`config.mk`:
```
export PLATFORM = sky130hd
export DESIGN_NAME = quad_encoder_gen
export DESIGN_NICKNAME = d
export VERILOG_FILES = /design/src/rtl/quad_encoder_gen.sv
export SDC_FILE = /design/constraint.sdc
export NUM_CORES = 1
export LEC_CHECK = 0
export ABC_CLOCK_PERIOD_IN_PS = 3300
export CAP_MARGIN = 20
export CORE_ASPECT_RATIO = 0.9
export CORE_MARGIN = 3
export CORE_UTILIZATION = 55
export DETAILED_ROUTE_END_ITERATION = 8
export PLACE_DENSITY = 0.77
export SLEW_MARGIN = 20
export SYNTH_ARGS = -nofsm -noshare
export SYNTH_HDL_FRONTEND = slang
export SYNTH_SLANG_ARGS = --single-unit
```
`constraint.sdc`:
```
create_clock -name clk -period 3.3 [get_ports clk]
set_input_delay 0.66 -clock clk [delete_from_list [all_inputs] [get_ports clk]]
set_output_delay 0.66 -clock clk [all_outputs]
set_load 0.02 [all_outputs]
```
`src/rtl/quad_encoder_gen.sv`:
```
// Quadrature encoder emulator: accepts a (direction, detents, period) command
// and walks a registered Gray-coded A/B pair one edge every `period` clocks.
module quad_encoder_gen #(
    parameter int CNT_W = 8,
    parameter int DIV_W = 16
) (
    input  logic             clk,
    input  logic             rst_n,
    input  logic             cmd_valid,
    output logic             cmd_ready,
    input  logic             cmd_dir,
    input  logic [CNT_W-1:0] cmd_steps,
    input  logic [DIV_W-1:0] cmd_period,
    input  logic             abort,
    output logic             enc_a,
    output logic             enc_b,
    output logic             busy,
    output logic             done
);

    typedef enum logic {IDLE, RUN} state_t;

    localparam logic [DIV_W-1:0] ONE_D = DIV_W'(1);
    localparam logic [CNT_W+1:0] ONE_E = (CNT_W + 2)'(1);

    state_t           state, state_nxt;
    logic [DIV_W-1:0] period_q, period_nxt;
    logic [DIV_W-1:0] timer_q, timer_nxt;
    logic [CNT_W+1:0] edge_q, edge_nxt;
    logic             dir_q, dir_nxt;
    logic             a_q, a_nxt;
    logic             b_q, b_nxt;
    logic             done_q, done_nxt;
    logic [DIV_W-1:0] eff_period;

    assign eff_period = (cmd_period == '0) ? ONE_D : cmd_period;

    always_ff @(posedge clk or negedge rst_n) begin
        if (!rst_n) begin
            state    <= IDLE;
            period_q <= '0;
            timer_q  <= '0;
            edge_q   <= '0;
            dir_q    <= 1'b0;
            a_q      <= 1'b0;
            b_q      <= 1'b0;
            done_q   <= 1'b0;
        end else begin
            state    <= state_nxt;
            period_q <= period_nxt;
            timer_q  <= timer_nxt;
            edge_q   <= edge_nxt;
            dir_q    <= dir_nxt;
            a_q      <= a_nxt;
            b_q      <= b_nxt;
            done_q   <= done_nxt;
        end
    end

    always_comb begin
        state_nxt  = state;
        period_nxt = period_q;
        timer_nxt  = timer_q;
        edge_nxt   = edge_q;
        dir_nxt    = dir_q;
        a_nxt      = a_q;
        b_nxt      = b_q;
        done_nxt   = 1'b0;
        case (state)
            IDLE: begin
                if (cmd_valid) begin
                    dir_nxt    = cmd_dir;
                    period_nxt = eff_period;
                    timer_nxt  = eff_period - ONE_D;
                    edge_nxt   = {cmd_steps, 2'b00};
                    if (cmd_steps == '0) begin
                        done_nxt = 1'b1;
                    end else begin
                        state_nxt = RUN;
                    end
                end
            end
            RUN: begin
                if (abort) begin
                    state_nxt = IDLE;
                    timer_nxt = '0;
                    edge_nxt  = '0;
                end else if (timer_q == '0) begin
                    // CW: 00->10->11->01, CCW: 00->01->11->10 (one bit flips per edge)
                    a_nxt     = dir_q ? ~b_q : b_q;
                    b_nxt     = dir_q ? a_q : ~a_q;
                    edge_nxt  = edge_q - ONE_E;
                    timer_nxt = period_q - ONE_D;
                    if (edge_q == ONE_E) begin
                        state_nxt = IDLE;
                        done_nxt  = 1'b1;
                        timer_nxt = '0;
                    end
                end else begin
                    timer_nxt = timer_q - ONE_D;
                end
            end
            default: state_nxt = IDLE;
        endcase
    end

    assign enc_a     = a_q;
    assign enc_b     = b_q;
    assign done      = done_q;
    assign busy      = (state == RUN);
    assign cmd_ready = (state == IDLE);

endmodule

```
# After elaboration in Yosys (flattened, before gate mapping)
# Cells that the tools add are included.
# Widths: inputs -> output; s select.
dict set report word_totals {
  reg_bits 47
  latch_bits 0
  ramBits 0
  mem_bits_ro 0
  output_inout_bits 5
  elab_cells 49
  memories 0
}
dict set report op_classes {
  addsub 4
  multipliers 0
  div_mod_pow 0
  magnitude_cmp 0
  eq_ne 3
  shifts 0
  muxes 24
  n_bitwise 4
  reduce_logical 6
}
# operator count
set ops {}
lappend ops {{$mux 16} 5}
lappend ops {{$sub 16x1->16 const B} 3}
lappend ops {{$logic_not 16->1} 2}
lappend ops {{$pmux 16 s2} 1}
lappend ops {{$mux 10} 3}
lappend ops {{$pmux 10 s2} 1}
lappend ops {{$mux 1} 12}
lappend ops {{$eq 10x1->1 const B} 1}
lappend ops {{$sub 10x1->10 const B} 1}
lappend ops {{$logic_not 8->1} 1}
lappend ops {{$not 1->1} 4}
lappend ops {{$pmux 1 s2} 2}
lappend ops {{$reduce_and 2->1} 2}
lappend ops {{$ne 3x2->1 const B} 1}
lappend ops {{$reduce_and 3->1} 1}
lappend ops {{$ne 2x2->1 const B} 1}

# Depth between registers and ports, before layout
dict set report logic_depth {
  ltp_word 5
  ltp_mapped 11
}

# Worst setup path after synthesis
# No wires, ideal clock.
dict set report synth_path {
  path_type {input -> register}
  start {input port cmd_period[4]}
  end {register timer_q[14]}
  setup_ns 0.064
  t_arrival_ns 3.167
  t_required_ns 3.236
  setup_slack_ns 0.069
  path_stages 11
  path_cell_list {buf_6 nor4_1 and4_1 a21oi_1 ha_1 or3b_2 buf_2 or3_4 or4b_1 a311oi_1 a211o_1}
}
dict set report synth_between {
  elab_chain_len 5
}
# element line_no
set synth_lines {}
lappend synth_lines {{from (decl)} 13} ;# input logic [DIV_W-1:0] cmd_period,
lappend synth_lines {{$logic_not 16->1} 36} ;# assign eff_period = (cmd_period == '0) ? ONE_D : cmd_period;
lappend synth_lines {{$mux 16 *} 36}
lappend synth_lines {{$sub 16x1->16 *} 74} ;# timer_nxt = eff_period - ONE_D;
lappend synth_lines {{$mux 16 *} 71} ;# if (cmd_valid) begin
lappend synth_lines {{$pmux 16 s2 *} 69} ;# case (state)
lappend synth_lines {{to (signal assigned)} 51} ;# timer_q <= timer_nxt;
lappend synth_lines {{to (decl)} 28} ;# logic [DIV_W-1:0] timer_q, timer_nxt;
# Mark *: on every way between the ends. The rest lies on a longest branch, timed or not. The select of a mux whose other input is x is not followed.
# A chain may end at the register's enable or synchronous reset.

# Final worst setup path
dict set report layout_path {
  start {input port cmd_period[8]}
  end {register timer_q[14]}
}
# Same word-level chain as after synthesis.

==> results by group <==
Run status
  • Run status: complete, no violations

STA
  • Worst-margin pin slew: 826.4 ps
  • Fmax: 314.9 MHz
  • Fin crit period: 3176 ps
  • Tcrit/Tclk final: 96.24%
  • RSZ-0062 raised after global routing: no
  • Setup TNS: 0 ps
  • Rel. slew slack: 44.48%
  • PnR worst setup slack: 124.2 ps
  • Final setup fails: 0
  • Final setup skew: 13.23 ps
  • Hold Vio Cnt, Final: 0
  • Max Transition Viols Final: 0

GRT
  • Largest net degree at the start of global routing: 48
  • First-pass GRT wire length: 15510 um
  • Grt ovf: 0
  • Met2 Usage GRT: 40.97%
  • Gr busiest metal: met1
  • Met1 usage: 43.75%
  • Initial antenna violation count: 0
  • Vias in the first global route: 3151
  • GRT met3 Usage: 4.979%
  • GRT Total Usage: 28.43%

Place
  • Hpwl dp: 7106 um
  • IO Port Bufs: 33
  • Post-Place Worst Slack: -421.8 ps
  • Placed cell count: 510
  • GP Congestion: 0.9571

Final layout
  • N_diodes: 0
  • Synth-to-layout area growth: 22.65%
  • Filler cells: 420
  • Nets: 486
  • Final core occ: 72.66%
  • Non-Filler Instances: 519
  • Share of layout cells above drive strength 1: 14.60%

Die
  • Core ar.: 5474 sq um
  • Die height: 78.85 um
  • Die ar.: 6855 sq um
  • # IOs: 34
  • Die Wd: 86.94 um
  • Site Rows: 25
  • Initial Util: 59.25%

Synth
  • Synthesized cell area: 3243 sq um
  • Flops & latches, synth: 47
  • Avg Inst Size Synth: 8.252 sq um
  • Count of cell types in the netlist: 59
  • Post-synth top flop: dfrtp_1
  • Top post-synthesis cells by area: dfrtp_1 (36%), nand2_1 (7.5%), o21ai_0 (5.2%)
  • Seq/Total Area, Yosys: 36.27%
  • Warnings, synthesis: 0
  • Top-count cell post-synth: nand2_1
  • Syn Nets: 428
  • Cell accounting for the most synthesized area: dfrtp_1
  • Post-synth EDFFs: 0
  • Ys async rst share: 100.0%
  • Cells after Synth: 393
  • Share of the synthesized area in the top cell type: 36.27%
  • Top cells by count, synth: nand2_1 (65), dfrtp_1 (47), o21ai_0 (34)

Power
  • Power Total: 2.032 mW
  • Worst vdd ir: 0.3560 mV
  • P_leak: 1.675 nW
  • PD cells: 510.8 nW/um^2

Route
  • DRT iter0 DRCs: 568
  • Vias: 3384
  • First-pass detailed-route iteration total: 5
  • Post-Route WL: 9678 um
  • Antenna Nets Post-Route: 0
  • Drt drc: 0
  • Post-DR vias/cell: 6.520
  • DR WL/cell: 18.65 um

CTS
  • Skew-Pair Late Insertion Delay: 300 ps
  • CTS root buf: clkbuf_8
  • CTS tree: done
  • Post-cts hold buffer count: 0
  • Clk buf depth: 2
  • CTS Buf Count: 5
  • CTS clk-pin slew, worst paths: 90 ps
  • Sink Count: 47
  • H-tree depth: 2

Run
  • Number of max-cap violations: 0

Worst setup path
  • Worst r2r src: timer_q[0]
  • Reg-to-reg slack, setup: 500 ps
  • Worst path max stage delay: 520 ps
  • Worst path slowest cell: or4b_4
  • Crit-path max FO: 2
  • Worst EP arrival: 3420 ps
  • Crit start category: input pin
  • CP endpoint kind: flop
  • R2R cell count: 7
  • Worst Setup Path Type: input pin to flop
  • Worst reg2reg path endpoint: timer_q[10]
  • Crit-path cells: clkdlybuf4s50_1, nor2_1, and4_1, a21oi_2, ha_2, or3b_4, or3_4, or4b_4, a311oi_2, a211o_1
  • Required @ worst endpoint: 3540 ps

Min path
  • Hold crit path type: input pin to async pin
## worst max-delay path by stage
stage	start	end	slack (ps)	cells after the start
3_3_place_gp	cmd_period[3]	timer_q[14]	-270	10
3_5_place_dp	cmd_period[3]	timer_q[14]	-420	10
2_1_floorplan	cmd_period[4]	timer_q[14]	70	11
4_1_cts	cmd_period[12]	timer_q[14]	40	11
6_report	cmd_period[8]	timer_q[14]	120	10
5_1_grt	cmd_period[10]	timer_q[14]	60	10
## layout make-up
class                           count  area, sq um  area share, %
Clock buffer                        6        72.57          1.824
Clock inverter                      2        60.06          1.510
Inverter                           12        45.04          1.132
Multi-Input combinational cell    317         1943          48.85
Sequential cell                    47         1176          29.57
Tap cell                           67        83.83          2.108
Timing Repair Buffer               68        596.8          15.00
## state kept, by name, summed over array words and instances (netlist names)
name,cells
period_q,16
timer_q,16
edge_q,10
busy,1
dir_q,1
done,1
enc_a,1
enc_b,1
## kinds of logic after synthesis
logic type	after synthesis	share of synthesized area, %
mux	3	0.9645
compound gates	96	19.33
flops	47	36.27
simple gates	189	30.29
buf+inv	29	4.629
xor+xnor	23	6.211
fa+ha+maj	6	2.315
## critical path: cells and delay by family
kind | cells | cell delay (ps)
and+or+nand+nor | 5 | 1500
AOI/OAI and AO/OA | 3 | 580
buffers and inverters | 1 | 490
adders and majority gates | 1 | 190
## power breakdown
part	internal (mW)	switching (mW)	total (mW)	leakage (nW)
Clock	0.303	0.206	0.509	0.0654
Sequential	0.686	0.159	0.845	0.592
Combinational	0.290	0.386	0.677	1.02
Total	1.28	0.752	2.03	1.68
## metal layers
layer  part of all wire [%]  vias to the layer above
li1                       -                     1574
met4                   0.83                        0
met2                     44                      194
met5                      0                        -
met3                     10                       10
met1                     45                     1606
## cell usage in the layout, fill, tap and decap left out, drive strengths merged, types with 6 or more instances in the layout
master         instances
clkbuf                 6
nand2                 66
buf                   36
nand3                 15
clkdlybuf4s50         28
or4                   12
xnor2                 10
nor3                  13
xor2                  13
inv                   12
a21oi                 10
o22ai                  6
or3                    9
ha                     6
nor2                  30
a31oi                  7
nor4                  17
nand4                  7
dfrtp                 47
o21ai                 34
## per-stage QoR
stage                     hold WS (ps)  area, sq um
after floorplan                  364.4         3243
after global placement           492.5         3802
after detailed placement         504.0         3802
after CTS                        527.0         3944
after global routing             399.5         3978
final                            356.0         3978
## what timing repair did
action,4_1_cts,5_1_grt
pin swaps,1,5
setup endpoints to repair,1,1
endpoints found under the hold margin,0,0
resized for setup,3,7
buffers inserted,0,1
Power figures use the tool's default switching activity.
==> variant: new RTL, same settings <==
`DIV_W`: 16 -> 32.
--- a/src/rtl/quad_encoder_gen.sv
+++ b/src/rtl/quad_encoder_gen.sv
@@ -3,5 +3,5 @@
 module quad_encoder_gen #(
     parameter int CNT_W = 8,
-    parameter int DIV_W = 16
+    parameter int DIV_W = 32
 ) (
     input  logic             clk,
Ports: changed (resized cmd_period); port bits go from 34 to 50. No check against the original RTL was run, so the function may have changed too.
==> variant against the original RTL <==
  * Wire length is 95% higher
  * Sequential cell count grew 32
  * Final area rose by 81%
  * Setup slack worse by 0.028 ns
  * Hold slack worse by 0.14 ns
  * Critical path depth unchanged
  * Synthesized area is 74% higher
  * Power rose by 79%
==> variant: results (changes against the original RTL) <==
INFO  status         run_status=finished clean
INFO  logic_synthesis postSynthAreaPerCell=7.87squm [-4.7%]
INFO  layout         nFillCells=776 [+85%]
INFO  place          placedCellCount=930 [+82%]
INFO  die            fp.coreArea=0.00983sqmm [+80%]
INFO  global_routing pin_count_of_the_biggest_net_entering_global_routing=80 [+67%]
INFO  logic_synthesis post_synth_fa_ha_maj_area_fraction=1.33% [-0.98 points]
INFO  routing        route.detailed.wl_per_inst=19.9microns [+6.9%]
INFO  logic_synthesis synth_mux_area_share=0.555% [-0.41 points]
INFO  worst_setup_path crit_path_top_delay_cell=sky130_fd_sc_hd__clkdlybuf4s50_1
INFO  logic_synthesis post_synth_num_cell_types=66 [+12%]
INFO  logic_synthesis synth_compound_gate_area_share=18.3% [-1.0 points]
INFO  clock_tree     cts-htree-levels=3 [+1]
INFO  layout         layout-drive-gt1-share=15.6% [+1.0 points]
INFO  global_routing gr-usage-all-layers=33.5% [+5.0 points]
INFO  logic_synthesis synth_top_cells_by_area=sky130_fd_sc_hd__dfrtp_1 (35%), sky130_fd_sc_hd__nand2_1 (9.4%), sky130_fd_sc_hd__xor2_1 (5.0%), sky130_fd_sc_hd__nor2_1 (4.3%), sky130_fd_sc_hd__xnor2_1 (3.7%)
INFO  global_routing wire_length_of_the_first_global_routing_pass=30400microns [+96%]
INFO  power          ir_drop=0.427mV [+20%]
INFO  clock_tree     clock-root-buffer=sky130_fd_sc_hd__clkbuf_16
INFO  clock_tree     path_clk_slew=0.06ns [-0.03 ns]
INFO  worst_setup_path crit_arrival=3.45ns [+0.03 ns]
INFO  worst_setup_path cp_slowest_stage_delay=0.54ns [+0.02 ns]
INFO  routing        routed_via_density=6.46 [-0.96%]
INFO  logic_synthesis post_synth_most_frequent_cells=sky130_fd_sc_hd__nand2_1 (141), sky130_fd_sc_hd__dfrtp_1 (79), sky130_fd_sc_hd__nor2_1 (64)
INFO  layout         num-nets-final=867 [+78%]
INFO  place          hpwl=14000microns [+97%]
INFO  sta            slew-limit-headroom=24.8% [-20 points]
INFO  clock_tree     tritoncts.num_buffers=9 [+4]
INFO  place          place_congestion=0.922 [-3.7%]
INFO  power          total_leakage_power=3.21nW [+92%]
INFO  logic_synthesis synthXorXnorAreaFrac=8.71% [+2.5 points]
INFO  global_routing grt_pass1_vias=5817 [+85%]
INFO  place          place_ws=-0.389ns [+0.0330 ns]
INFO  logic_synthesis synth_fp_nets=767 [+79%]
INFO  worst_setup_path crit_fanout=8 [+6]
==> variant: changes by cell type in the layout (fill, tap and decap cells not counted), sizes merged, moves of 14 or more <==
cell          delta
nor2            +34
dlymetal6s2s    +26
xor2            +19
dfrtp           +32
xnor2           +14
nor3            +26
nand2           +75
buf             +44
==> variant: path summary, 6_finish.rpt <==
check | start | endpoint | slack [ns] | cells after the start
max | cmd_period[25] | timer_q[18] | 0.1 | 10
min | rst_n | period_q[4] | 0.22 | 1
max reg2reg | timer_q[26] | edge_q[3] | 0.32 | 7
min reg2reg | period_q[19] | period_q[19] | 0.51 | 2
max in group asynchronous | rst_n | timer_q[30] | 2.47 | 2
min in group clk | period_q[19] | period_q[19] | 0.51 | 2
==> variant: final cells by class <==
class | instances | area, sq um | area share, %
clock buffers | 12 | 246 | 3.42
clock inverters | 3 | 43.8 | 0.607
inverters | 17 | 63.8 | 0.885
multi-input cells | 581 | 3550 | 49.2
flip-flops and latches | 79 | 1980 | 27.4
well taps | 126 | 158 | 2.19
repair buffers | 128 | 1170 | 16.3
==> variant: per-layer routing <==
metal	part of all wire (%)	up-vias	GRT usage, %
li1	-	2821	-
met1	42	2893	45.3
met2	45	342	53.4
met3	11	53	7.93
met4	2.7	0	11.1
met5	0	-	0
==> variant: cell families after synthesis <==
group | count (synthesis)
simple gates | 367
mux | 3
buf+inv | 56
fa+ha+maj | 6
flops | 79
compound gates | 149
xor+xnor | 56
==> variant: what timing repair did <==
item                                    4_1_cts  5_1_grt
pin swaps                                     0       11
buffers inserted                              0        1
endpoints found under the setup margin        2       11
resized for setup                             2       45
==> variant: power by group <==
group          leakage [nW]  total (mW)  internal (mW)  switching (mW)
Sequential            0.976        1.47           1.19           0.289
Combinational          2.09        1.17          0.493           0.674
Clock                 0.143        1.00          0.603           0.401
Total                  3.21        3.65           2.28            1.36
